<file path="src/rtl/ram_delay_pkg.sv">
// Shared definitions for the ram_delay read-side blocks: default widths and
// the boxcar state encoding.
package ram_delay_pkg;

    localparam int unsigned NBITS_DATA = 42;
    localparam int unsigned NBITS_ADDR = 9;
    localparam int unsigned SUM_SHIFT  = 4;

    typedef enum logic [1:0] {
        IDLE = 2'd0,
        FILL = 2'd1,
        RUN  = 2'd2
    } state_t;

endpackage

</file>
<file path="src/rtl/ram_delay_sum.sv">
// Boxcar moving-sum over the last n samples delivered by ram_delay. It adds the
// newest sample and subtracts the one leaving the window, one result per valid.
module ram_delay_sum
    import ram_delay_pkg::*;
#(
    parameter int P_NBITS_DATA = NBITS_DATA,
    parameter int P_NBITS_ADDR = NBITS_ADDR,
    parameter int P_NBITS_SUM  = P_NBITS_DATA + P_NBITS_ADDR,
    parameter int P_SHIFT      = SUM_SHIFT
) (
    input  logic                          clk,
    input  logic                          rst_n,
    input  logic [P_NBITS_ADDR-1:0]       n,
    input  logic                          flush,
    input  logic                          valid,
    input  logic [P_NBITS_DATA-1:0]       qn,
    input  logic [P_NBITS_DATA-1:0]       qo,
    output logic [P_NBITS_SUM-1:0]        sum,
    output logic [P_NBITS_SUM-P_SHIFT-1:0] mean,
    output logic                          sum_valid,
    output logic                          filling,
    output logic [P_NBITS_ADDR-1:0]       fill_cnt
);

    localparam logic [P_NBITS_ADDR-1:0] L_ONE = 1;

    state_t                    r_state, w_state_nxt;
    logic [P_NBITS_ADDR-1:0]   r_n_q;
    logic [P_NBITS_ADDR-1:0]   r_fill_cnt, w_cnt_nxt;
    logic                      r_sum_valid, w_sv_nxt;
    logic [P_NBITS_SUM-1:0]    r_sum;
    logic [P_NBITS_SUM-1:0]    w_qn, w_qo;
    logic                      w_restart;
    logic                      w_acc_clr, w_acc_add, w_acc_run;

    // A new window length invalidates everything accumulated so far.
    assign w_restart = flush | (n != r_n_q);
    assign w_qn      = P_NBITS_SUM'(qn);
    assign w_qo      = P_NBITS_SUM'(qo);

    always_comb begin
        w_state_nxt = r_state;
        w_cnt_nxt   = r_fill_cnt;
        w_sv_nxt    = 1'b0;
        w_acc_clr   = 1'b0;
        w_acc_add   = 1'b0;
        w_acc_run   = 1'b0;
        if (w_restart) begin
            w_acc_clr   = 1'b1;
            w_cnt_nxt   = '0;
            w_state_nxt = (n == '0) ? IDLE : FILL;
        end else begin
            case (r_state)
                FILL: if (valid) begin
                    w_acc_add = 1'b1;
                    w_cnt_nxt = r_fill_cnt + L_ONE;
                    if (r_fill_cnt == n - L_ONE) begin
                        w_state_nxt = RUN;
                        w_sv_nxt    = 1'b1;
                    end
                end
                RUN: if (valid) begin
                    w_acc_run = 1'b1;
                    w_sv_nxt  = 1'b1;
                end
                default: ;
            endcase
        end
    end

    always_ff @(posedge clk or negedge rst_n) begin
        if (!rst_n) begin
            r_state     <= IDLE;
            r_n_q       <= '0;
            r_fill_cnt  <= '0;
            r_sum_valid <= 1'b0;
        end else begin
            r_state     <= w_state_nxt;
            r_n_q       <= n;
            r_fill_cnt  <= w_cnt_nxt;
            r_sum_valid <= w_sv_nxt;
        end
    end

    // Width is sized so the full-scale window never wraps; subtraction in RUN
    // relies on modulo arithmetic only for the intermediate add.
    always_ff @(posedge clk or negedge rst_n) begin
        if (!rst_n) begin
            r_sum <= '0;
        end else if (w_acc_clr) begin
            r_sum <= '0;
        end else if (w_acc_add) begin
            r_sum <= r_sum + w_qn;
        end else if (w_acc_run) begin
            r_sum <= r_sum + w_qn - w_qo;
        end
    end

    assign sum       = r_sum;
    assign mean      = r_sum[P_NBITS_SUM-1:P_SHIFT];
    assign sum_valid = r_sum_valid;
    assign filling   = (r_state != RUN);
    assign fill_cnt  = r_fill_cnt;

endmodule

</file>
<file path="config.mk">
export PLATFORM = sky130hd
export DESIGN_NAME = ram_delay_sum
export DESIGN_NICKNAME = d
export VERILOG_FILES = /design/src/rtl/ram_delay_pkg.sv /design/src/rtl/ram_delay_sum.sv
export SDC_FILE = /design/constraint.sdc
export NUM_CORES = 1
export LEC_CHECK = 0
export CAP_MARGIN = 20
export CORE_ASPECT_RATIO = 0.75
export CORE_MARGIN = 5
export CORE_UTILIZATION = 55
export CTS_CLUSTER_SIZE = 20
export DETAILED_ROUTE_END_ITERATION = 7
export GPL_ROUTABILITY_DRIVEN = 0
export PLACE_DENSITY_LB_ADDON = 0.25
export SETUP_SLACK_MARGIN = 0.15
export SLEW_MARGIN = 20
export SYNTH_ARGS = -nofsm -noshare
export SYNTH_HDL_FRONTEND = slang
export SYNTH_SLANG_ARGS = --single-unit
export TNS_END_PERCENT = 5
</file>
<file path="constraint.sdc">
create_clock -name clk -period 12 [get_ports clk]
set_clock_uncertainty 0.2 [all_clocks]
set_input_delay 2.4 -clock clk [delete_from_list [all_inputs] [get_ports clk]]
set_output_delay 2.4 -clock clk [all_outputs]
set_load 0.005 [all_outputs]
</file>
Word level (Yosys, flattened, before mapping)
Index checks and enable logic that the tools add are counted.
{ "word_totals": {"register_bits": 72, "latchBits": 0, "ramBits": 0, "rom_bits": 0, "mem_count": 0} }
{ "op_classes": {"addsub": 4, "mul": 0, "div_mod_pow": 0, "magnitude_cmp": 0, "n_eq_ne": 5, "shifts": 0, "n_mux": 21, "bitwise": 1, "reduce_logical": 7} }
{ "ops": {"columns": ["operator", "n"], "rows": [
  ["51-bit two-way mux", 3],
  ["51-bit by 42-bit adder with 51-bit output", 1],
  ["51-bit by 42-bit subtractor with 51-bit output", 1],
  ["9-bit two-way mux", 3],
  ["1-bit two-way mux", 10],
  ["9-bit by 1-bit adder with 9-bit output (second input constant)", 1],
  ["9-bit equality test", 1],
  ["9-bit logical NOT", 1],
  ["9-bit != test", 1],
  ["9-bit by 1-bit subtractor with 9-bit output (second input constant)", 1],
  ["2-bit two-way mux", 4],
  ["2-bit nonzero test", 3],
  ["3-bit AND reduction", 1],
  ["3-bit nonzero test", 1],
  ["2-bit by 1-bit equality test with 1-bit output (second input constant)", 1],
  ["2-bit equality test (second input constant)", 1],
  ["2-bit != test (second input constant)", 1],
  ["1-bit case mux with 2 select lines", 1],
  ["2-bit AND reduction", 1],
  ["1-bit OR", 1]
]} }

Logic depth before layout (Yosys ltp)
Gate-level depths: netlist of run 1.
{ "logic_depth": {"depth_word": 6, "ltp_mapped": 24, "ltp_nobuf": 24} }

Worst setup path before layout of run 1
OpenSTA, ideal clock, no wires.
{ "synth_timing": {"kind": "input-to-reg", "from": "in qn[0]", "to": "reg r_sum[43] (netlist: sum[43])", "setup_ps": 78, "arrival_ps": 6755, "required_ps": 11722, "slack_ps": 4967, "path_stages": 22, "cell_sequence": "ha_1 fa_1 a211oi_2 o21ai_2 o21ai_0 nor2_1 o21a_1 or3_1 nand4_1 nand2_1 a21oi_1 xnor2_1 ha_1 or3_1 o211ai_1 and3_1 a211oi_1 o21ai_1 a31oi_1 or4_1 a31o_1 a21oi_1"} }
{ "synth_between": {"elab_chain_len": 5} }
{ "synth_lines": {"columns": ["item", "line_no", "source"], "rows": [
  ["from (decl)", "ram_delay_sum.sv:16", "input logic [P_NBITS_DATA-1:0] qn,"],
  ["51-bit by 42-bit adder with 51-bit output *", "ram_delay_sum.sv:93, ram_delay_sum.sv:95", null],
  ["51-bit by 42-bit subtractor with 51-bit output", "ram_delay_sum.sv:95", "r_sum <= r_sum + w_qn - w_qo;"],
  ["51-bit two-way mux", "ram_delay_sum.sv:94", "end else if (w_acc_run) begin"],
  ["51-bit two-way mux *", "ram_delay_sum.sv:92", "end else if (w_acc_add) begin"],
  ["51-bit two-way mux *", "ram_delay_sum.sv:90", "end else if (w_acc_clr) begin"],
  ["to (signal assigned)", "ram_delay_sum.sv:93", "r_sum <= r_sum + w_qn;"],
  ["to (signal assigned)", "ram_delay_sum.sv:95", null],
  ["to (decl)", "ram_delay_sum.sv:31", "logic [P_NBITS_SUM-1:0] r_sum;"]
]} }
Mark *: on every way between the ends. The rest lies on a longest branch, timed or not. The select of a mux whose other input is x is not followed.
A chain may end at the register's enable or synchronous reset.

Worst setup path in the final report of run 1
{ "layout_timing": {"from": "in qn[0]", "to": "reg r_sum[44] (netlist: sum[44])"} }
The elaborated chain is that of the path after synthesis.

==> impl_metrics.json, run 1 <==
{
  "use_met2_pct": 45.2,
  "ant_nets": 0,
  "multiInputGateArea_um2": 6620,
  "ctsResizeCount": 0,
  "met1_usage_pct": 43.0,
  "period_minus_slack_ps": 7920,
  "cp.arrival_ps": 7970,
  "drv_slew": 0,
  "grtUsageMet3_pct": 5.91,
  "cts_hold_buf": 0,
  "fin_crit_sh_pct": 66.0,
  "worstReg2RegStart": "sum[2]$_DFFE_PN0P_",
  "final-hold-violation-count": 0,
  "p_leak_nw": 5.12,
  "fmax_mhz": 126,
  "rows": 41,
  "drtPass1Iterations": 5,
  "hold_path.class": "flip-flop to flip-flop",
  "wl_per_cell_um": 18.9,
  "root_buffer": "clkbuf_16",
  "die_y_um": 122,
  "synth_area_um2": 9240,
  "async_flop_share_pct": 100,
  "synth_top_area_share_pct": 19.5,
  "slew_headroom_pct": 45.2,
  "numCtsBuffers": 9,
  "wl_mm": 29.7,
  "clockBufferDepth": 2,
  "end_kind": "flip-flop",
  "drive_gt1_share_pct": 3.39,
  "syn_to_final_growth_pct": 22.4,
  "synth_fa_ha_area_share_pct": 12.3,
  "viasPerCell": 6.28,
  "grt_antenna_before_repair": 0,
  "portBuffers": 205,
  "synth_nets": 1425,
  "vias": 9865,
  "synth_top_family_by_area": "compound AO/OA/AOI/OAI gates",
  "powerDensity_nw_per_um2": 71.1,
  "regArea_um2": 1800,
  "synth_seq_cells": 72,
  "reg2reg_to": "sum[44]$_DFFE_PN0P_",
  "ys.warnings.count": 0,
  "startpoint_type": "primary input",
  "ios": 206,
  "crit_path_start": "qn[0]",
  "die_w_um": 160,
  "ys_seq_area_share_pct": 19.5,
  "grt_pass1_wl_mm": 46.9,
  "cts_tree": "yes",
  "tightest_slew_ps": 822,
  "setup_violations": 0,
  "insertion_delay_ps": 350,
  "grt_overflow_total": 0,
  "rsz0062_at_grt": "no",
  "critPathTopFamily": "compound AO/OA/AOI/OAI gates",
  "synth_area_leaders": "dfrtp_1 19%, ha_1 12%, a21oi_1 6.8%",
  "track_usage_pct": 29.6,
  "fin_tns_setup_ps": 0,
  "crit_fanout": 7,
  "clkSinkCount": 72,
  "max-vdd-ir-drop_mv": 0.0648,
  "synthMuxAreaShare_pct": 0.663,
  "cp-endpoint": "sum[44]$_DFFE_PN0P_",
  "max_cap_viol_count": 0,
  "core_area_um2": 16700,
  "critPathMaxStageDelay_ps": 800,
  "grt_most_used_layer": "met2",
  "outcome": "finished clean",
  "yosys.area_share.simple_pct": 20.0,
  "path_class": "primary input to flip-flop",
  "cp.depth": 20,
  "avgSynthCellArea_um2": 7.47,
  "postCtsSetupRepairBufs": 0,
  "cts.clk_slew.worst_paths_ps": 70,
  "yosysMostFrequentCell": "nand2_1",
  "path_buf_inv": 1,
  "synth_xor_area_share_pct": 10.2,
  "reg2regPathDepth": 21,
  "start_util_pct": 55.4,
  "pre_cts_slack_ps": 3870,
  "dp_cells": 1554,
  "grt_pass1_vias": 9201,
  "synth_ff_type": "dfrtp_1",
  "synthCells": 1238,
  "cts_htree_levels": 3,
  "postPlaceCellArea_um2": 11000,
  "hpwlAfterDp_mm": 22.7,
  "drc": 0,
  "die-area_um2": 19500,
  "synth.top_cells.by_count": "135 x nand2_1, 125 x a21oi_1, 98 x nor2_1, 88 x ha_1, 72 x dfrtp_1",
  "ys_types": 74,
  "final_cells": 1570,
  "synth_compound_area_share_pct": 28.3,
  "fin_ws_ps": 4080,
  "reg2reg_slack_ps": 6170,
  "grt_max_degree": 74,
  "antennaDiodeCount": 0,
  "drtIter0Drc": 986,
  "final_area_um2": 11300,
  "cp_cell_sequence": "clkdlybuf4s50_1 > ha_1 > fa_1 > a211oi_2 > o21ai_2 > o211ai_1 > a2111oi_1 > o21ai_0 > o21ai_0 > xor2_1 > ha_1 > and3_1 > a21oi_1 > nor2b_1 > nor3_1 > o21ai_1 > a2111oi_4 > xnor2_1 > or3_1 > a21oi_1",
  "nNetsFinal": 1537,
  "crit_required_ps": 12060,
  "fill_cells": 1390,
  "critPathSlowestCell": "a2111oi_1",
  "yosysTopAreaCell": "dfrtp_1",
  "synth-edff-count": 0
}
layer usage:
| metal | up-vias | share of wire (%) | wire, µm |
|---|---|---|---|
| li1 | 4659 | - | - |
| met1 | 4587 | 45 | 13300 |
| met2 | 572 | 43 | 12700 |
| met3 | 47 | 11 | 3140 |
| met4 | 0 | 1.9 | 552 |
| met5 | - | 0 | 0 |
worst min-delay path by stage:
stage                           startpoint  slack (ps)                   to  cells after the start
global placement    r_state[1]$_DFFE_PN0P_         330  sum_valid$_DFF_PN0_                      2
finish              r_state[1]$_DFFE_PN0P_         340  sum_valid$_DFF_PN0_                      2
detailed placement  r_state[1]$_DFFE_PN0P_         330  sum_valid$_DFF_PN0_                      2
CTS                 r_state[1]$_DFFE_PN0P_         350  sum_valid$_DFF_PN0_                      2
global route        r_state[1]$_DFFE_PN0P_         360  sum_valid$_DFF_PN0_                      2
floorplan           r_state[1]$_DFFE_PN0P_         310  sum_valid$_DFF_PN0_                      2
tightest hold or removal path, delay by kind of cell (launching register included):
kind	cells	cell delay, ps
AOI/OAI and AO/OA	1	40
adders and majority gates	1	120
DFF	1	350
placed cells by master, fill, tap and decap left out, types with 16 or more instances in the layout:
cell type	instances
nor3_1	25
xnor2_1	65
nand4_1	32
a311oi_1	26
nand3_1	20
clkdlybuf4s50_1	204
nand2_1	135
nor2_1	98
o211ai_1	16
ha_1	88
o21a_1	16
o21ai_0	61
a21o_1	50
a21oi_1	125
xor2_1	43
dfrtp_1	72
inv_1	63
a211oi_1	17
state kept, by name, summed over array words and instances (netlist names):
register	count
sum	51
fill_cnt	9
sum_valid	1
r_state	2
r_n_q	9
power by group:
part / switching [mW] / total (mW) / internal [mW]
Sequential: 0.000893 / 0.245 / 0.244
Combinational: 0.155 / 0.271 / 0.116
Clock: 0.126 / 0.289 / 0.164
Total: 0.281 / 0.805 / 0.524
metrics by stage:
step	power [mW]	hold WS, ps	util, %
final	0.805	342	67.9
after CTS	0.800	350	67.8
after global placement	0.507	335	66.0
after detailed placement	0.512	334	66.0
after floorplan	0.428	313	-
after global routing	0.841	363	67.9
cell families after synthesis:
kind of cell             after synthesis
AO/OA/AOI/OAI                        401
AND/OR/NAND/NOR                      390
buffers and inverters                171
XOR/XNOR                             108
adder cells (fa/ha/maj)               90
flip-flops                            72
multiplexers                           6
layout make-up:
| cell class | instances | area share, % |
|---|---|---|
| Clock buffer | 9 | 1.99 |
| Sequential cell | 72 | 15.9 |
| Timing Repair Buffer | 209 | 18.4 |
| Tap cell | 215 | 2.38 |
| Multi-Input combinational cell | 995 | 58.5 |
| Clock inverter | 7 | 0.686 |
| Inverter | 63 | 2.09 |
No activity file was read; power rests on OpenSTA's default activity.
==> run 2, diff against run 1 <==
--- a/config.mk
+++ b/config.mk
@@ -8,7 +8,7 @@
 export CAP_MARGIN = 20
 export CORE_ASPECT_RATIO = 0.75
 export CORE_MARGIN = 5
-export CORE_UTILIZATION = 55
+export CORE_UTILIZATION = 48
 export CTS_CLUSTER_SIZE = 20
 export DETAILED_ROUTE_END_ITERATION = 7
 export GPL_ROUTABILITY_DRIVEN = 0
==> constraint.sdc (replaced) <==
create_clock -name clk -period 6.5 [get_ports clk]
set_clock_uncertainty 0.2 [all_clocks]
set_input_delay 1.3 -clock clk [delete_from_list [all_inputs] [get_ports clk]]
set_output_delay 1.3 -clock clk [all_outputs]
set_load 0.005 [all_outputs]
==> impl_metrics.json, run 2 (synthesis gave the netlist of run 1 again) <==
{
  "drtIter0Drc": 1044,
  "pre_cts_slack_ps": -335,
  "insertion_delay_ps": 360,
  "root_buffer": "clkbuf_16",
  "die-area_um2": 22200,
  "final-hold-violation-count": 0,
  "postPlaceCellArea_um2": 11900,
  "fin_tns_setup_ps": 0,
  "clockBufferDepth": 2,
  "fmax_mhz": 164,
  "die_y_um": 130,
  "cts_htree_levels": 3,
  "die_w_um": 170,
  "path_class": "primary input to flip-flop",
  "core_area_um2": 19200,
  "nNetsFinal": 1660,
  "slew_headroom_pct": 27.6,
  "outcome": "finished clean",
  "tightest_slew_ps": 1080,
  "portBuffers": 205,
  "dp_cells": 1708,
  "wl_mm": 32.1,
  "drive_gt1_share_pct": 14.1,
  "final_area_um2": 12500,
  "drv_slew": 0,
  "clkSinkCount": 72,
  "hpwlAfterDp_mm": 24.5,
  "fin_crit_sh_pct": 93.9,
  "max_cap_viol_count": 0,
  "syn_to_final_growth_pct": 35.1,
  "grt_pass1_wl_mm": 50.2,
  "max-vdd-ir-drop_mv": 0.119,
  "wl_per_cell_um": 18.5,
  "ant_nets": 0,
  "powerDensity_nw_per_um2": 124,
  "numCtsBuffers": 9,
  "p_leak_nw": 5.75,
  "viasPerCell": 5.97,
  "hold_path.class": "flip-flop to flip-flop",
  "drtPass1Iterations": 6,
  "antennaDiodeCount": 0,
  "rows": 44,
  "rsz0062_at_grt": "yes",
  "setup_violations": 0,
  "cp.arrival_ps": 6110,
  "cts.clk_slew.worst_paths_ps": 70,
  "holdWs_ps": 343,
  "grt_antenna_before_repair": 0,
  "grt_pass1_vias": 9841,
  "end_kind": "flip-flop",
  "largest_register_ffs": 51,
  "startpoint_type": "primary input",
  "fin_ws_ps": 395,
  "final_cells": 1731,
  "final_cell_mix": "203 x clkdlybuf4s50_1, 135 x nand2_1, 127 x buf_4",
  "regArea_um2": 1800,
  "vias": 10326,
  "final_common_cell": "clkdlybuf4s50_1",
  "multiInputGateArea_um2": 6830,
  "cts_tree": "yes",
  "grt_max_degree": 73,
  "crit_fanout": 4,
  "period_minus_slack_ps": 6110,
  "ios": 206,
  "drc": 0,
  "track_usage_pct": 27.9,
  "fill_cells": 1676,
  "start_util_pct": 48.2,
  "crit_required_ps": 6510,
  "grt_overflow_total": 0
}
run 2: cell types whose count changed in the layout (fill, tap and decap cells not counted), moves of 4 or more:
cell and change:
buf_4 +123, a21oi_1 -7, a211oi_2 +4, o21ai_0 -10, nor3_1 -4, o21ai_2 +4, ha_1 -4, a21oi_2 +7
a211oi_1 -4, o21ai_1 +6
run 2: cell type report:
class / instances / share of cell area (%)
Multi-Input combinational cell: 995 / 54.7
Timing Repair Buffer: 332 / 24.1
Sequential cell: 72 / 14.4
Tap cell: 253 / 2.53
Inverter: 63 / 1.89
Clock buffer: 9 / 1.80
Clock inverter: 7 / 0.551
run 2: repair_timing:
action                     CTS  global route
buffers inserted             0             7
hold buffers                 0             0
setup endpoints to repair   10            24
gates resized for setup      5            51
pin swaps                    3            35
run 2: worst paths after layout:
kind                                        startpoint                  end  slack [ps]  cells past startpoint
worst max-delay path                             qn[1]  sum[45]$_DFFE_PN0P_         390                     24
worst min-delay path            r_state[1]$_DFFE_PN0P_  sum_valid$_DFF_PN0_         340                      2
worst max register to register      sum[0]$_DFFE_PN0P_  sum[43]$_DFFE_PN0P_        1270                     24
worst min register to register  r_state[1]$_DFFE_PN0P_  sum_valid$_DFF_PN0_         340                      2
max in group asynchronous                        rst_n   sum[3]$_DFFE_PN0P_        4780                      1
min in group asynchronous                        rst_n  sum[22]$_DFFE_PN0P_         780                      1
run 2: stage by stage:
step | total power [mW] | utilization (%)
floorplan | 0.790 | -
global placement | 1.00 | 62.3
detailed placement | 1.01 | 62.3
CTS | 1.53 | 63.9
global route | 1.63 | 65.2
finish | 1.55 | 65.2
run 2: worst max-delay path, cell delays in order:
cell and delay [ps]:
clkdlybuf4s50_1 460, ha_1 340, a211oi_1 280, o211ai_1 150
buf_4 170, a41oi_1 140, o21ai_1 180, a31oi_1 330
o22ai_1 140, a31oi_1 240, xnor2_1 210, ha_1 340
nand2_1 100, o21ai_0 130, a21oi_1 180, o21bai_1 130
a2111oi_2 330, o41ai_2 140, buf_4 160, nand3_1 150
and3_1 180, o21ai_1 70, xnor2_1 190, nor2_1 50
run 2: report_power, final:
part	internal (mW)	switching, mW
combinational	0.269	0.313
clock	0.272	0.247
sequential	0.451	0.00171
total	0.992	0.562
run 2: layer usage:
| layer | vias up | routed length (µm) | track usage, % |
|---|---|---|---|
| met5 | - | 0 | 0 |
| met4 | 0 | 625 | 7.04 |
| met3 | 62 | 3590 | 6.45 |
| met2 | 567 | 13400 | 41.8 |
| met1 | 4793 | 14500 | 40.5 |
| li1 | 4904 | - | - |
==> run 3, diff against run 2 <==
--- a/config.mk
+++ b/config.mk
@@ -5,10 +5,10 @@
 export SDC_FILE = /design/constraint.sdc
 export NUM_CORES = 1
 export LEC_CHECK = 0
-export CAP_MARGIN = 20
+export ABC_AREA = 1
 export CORE_ASPECT_RATIO = 0.75
 export CORE_MARGIN = 5
-export CORE_UTILIZATION = 48
+export CORE_UTILIZATION = 49
 export CTS_CLUSTER_SIZE = 20
 export DETAILED_ROUTE_END_ITERATION = 7
 export GPL_ROUTABILITY_DRIVEN = 0
==> impl_metrics.json, run 3 <==
{
  "ys_seq_area_share_pct": 16.9,
  "syn_to_final_growth_pct": 21.5,
  "crit_required_ps": 6550,
  "path_buf_inv": 3,
  "crit_fanout": 6,
  "fmax_mhz": 173,
  "final_common_cell": "nand2_1",
  "path_class": "primary input to flip-flop",
  "grt_max_degree": 73,
  "track_usage_pct": 30.3,
  "clkSinkCount": 72,
  "root_buffer": "clkbuf_16",
  "critPathSlowestCell": "clkdlybuf4s50_1",
  "crit_path_start": "qn[2]",
  "wl_mm": 38.9,
  "synth_nets": 2007,
  "fin_crit_sh_pct": 88.7,
  "ctsResizeCount": 0,
  "setup_violations": 0,
  "cp.arrival_ps": 5820,
  "grt_antenna_before_repair": 0,
  "antennaDiodeCount": 0,
  "grt_overflow_total": 0,
  "postCtsSetupRepairBufs": 0,
  "total_power_mw": 1.51,
  "cts.clk_slew.worst_paths_ps": 80,
  "rsz0062_at_grt": "no",
  "hold_start": "sum[3]$_DFFE_PN0P_",
  "ys_types": 46,
  "ios": 206,
  "core_area_um2": 21200,
  "final-hold-violation-count": 0,
  "period_minus_slack_ps": 5770,
  "synth_ff_type": "dfrtp_1",
  "async_flop_share_pct": 100,
  "viasPerCell": 5.50,
  "cts_htree_levels": 3,
  "reg2reg_slack_ps": 1640,
  "outcome": "finished clean",
  "worstReg2RegStart": "sum[2]$_DFFE_PN0P_",
  "die-area_um2": 24800,
  "synth_seq_cells": 72,
  "numCtsBuffers": 9,
  "yosysMostFrequentCell": "nand2_1",
  "min_to": "sum[3]$_DFFE_PN0P_",
  "drtIter0Drc": 1649,
  "clockBufferDepth": 2,
  "hold_path.class": "flip-flop to flip-flop",
  "drive_gt1_share_pct": 2.73,
  "insertion_delay_ps": 370,
  "synth_area_leaders": "nand2_1 19%, dfrtp_1 17%, inv_1 12%",
  "drtPass1Iterations": 6,
  "reg2reg_to": "sum[50]$_DFFE_PN0P_",
  "grt_pass1_wl_mm": 59.9,
  "nNetsFinal": 2160,
  "cpMostUsedCell": "nand2_1",
  "cts_tree": "yes",
  "critPathTopFamily": "simple AND/OR/NAND/NOR gates",
  "drc": 0,
  "die_w_um": 180,
  "cts_hold_buf": 0,
  "final_cell_mix": "552 x nand2_1, 327 x inv_1, 204 x clkdlybuf4s50_1",
  "synth_area_um2": 10600,
  "powerDensity_nw_per_um2": 117,
  "synth_top_area_share_pct": 19.5,
  "max-vdd-ir-drop_mv": 0.0993,
  "die_y_um": 138,
  "rows": 46,
  "startpoint_type": "primary input",
  "p_leak_nw": 6.78,
  "largest_register_ffs": 51,
  "fin_tns_setup_ps": 0,
  "end_kind": "flip-flop",
  "synthCells": 1820,
  "synth.top_cells.by_count": "552 x nand2_1, 327 x inv_1, 185 x nor2_1, 98 x nand3_1, 96 x a21oi_1",
  "synth-edff-count": 0,
  "slew_headroom_pct": 33.7,
  "max_cap_viol_count": 0,
  "fill_cells": 2000,
  "vias": 12472,
  "ys.warnings.count": 0,
  "wl_per_cell_um": 17.2,
  "ant_nets": 0,
  "avgSynthCellArea_um2": 5.84,
  "yosysTopAreaCell": "nand2_1",
  "tightest_slew_ps": 993,
  "hpwlAfterDp_mm": 31.6,
  "critPathMaxStageDelay_ps": 410,
  "start_util_pct": 50.1,
  "grt_pass1_vias": 11432,
  "drv_slew": 0,
  "reg2regPathDepth": 31,
  "hold_depth": 2,
  "portBuffers": 205
}
## run 3: kinds of logic (layout without fill, tap and decap cells)
| logic type | count (synthesis) | in the layout | synth area share (%) |
|---|---|---|---|
| compound gates | 279 | 279 | 15.5 |
| flops | 72 | 72 | 16.9 |
| xor+xnor | 63 | 63 | 5.19 |
| simple gates | 920 | 920 | 35.7 |
| fa+ha+maj | 90 | 90 | 10.7 |
| buf+inv | 396 | 554 | 16.0 |
## run 3: stage by stage
stage | setup slack, ps | hold slack [ps] | instances | area (µm²) | utilization (%)
final | 732 | 315 | 2266 | 12900 | 60.8
after global routing | 393 | 362 | 2266 | 12900 | 60.8
after CTS | 916 | 318 | 2266 | 12900 | 60.8
after detailed placement | 573 | 298 | 2250 | 12600 | 59.4
after global placement | 705 | 295 | 2250 | 12600 | 59.4
after floorplan | 1790 | 296 | 1820 | 10600 | -
## run 3: where the power goes
part / leakage [nW] / internal [mW] / switching (mW)
Clock: 0.147 / 0.273 / 0.267
Combinational: 5.66 / 0.191 / 0.326
Sequential: 0.980 / 0.451 / 0.00199
Total: 6.78 / 0.915 / 0.595
## run 3: area by class of cell
| type | instances | area, µm² | area share [%] |
|---|---|---|---|
| clock inverter | 7 | 68.8 | 0.533 |
| clock buffer | 9 | 225 | 1.74 |
| sequential | 72 | 1800 | 13.9 |
| timing repair buffer | 208 | 2080 | 16.1 |
| multi-input combinational | 1352 | 7150 | 55.3 |
| tap | 288 | 360 | 2.79 |
| inverter | 330 | 1240 | 9.59 |
## run 3: per-layer routing
| layer | up-vias | global-route usage (%) | routed length [µm] |
|---|---|---|---|
| met1 | 5613 | 44.1 | 17300 |
| met2 | 717 | 45.0 | 15600 |
| li1 | 6054 | - | - |
| met3 | 88 | 6.78 | 4840 |
| met5 | - | 0 | 0 |
| met4 | 0 | 8.52 | 1110 |
## run 3: how the worst max path moves through the flow
stage	endpoint	depth (start not counted)
2_1_floorplan	sum[49]$_DFFE_PN0P_	24
3_3_place_gp	sum[44]$_DFFE_PN0P_	25
3_5_place_dp	sum[50]$_DFFE_PN0P_	32
4_1_cts	sum[50]$_DFFE_PN0P_	32
5_1_grt	sum[50]$_DFFE_PN0P_	32
6_report	sum[50]$_DFFE_PN0P_	32
## run 3: worst min-delay path: stages, from the launching register on
cell     delay (ps)
dfrtp_1         370
nand2_1          60
nand2_1          60
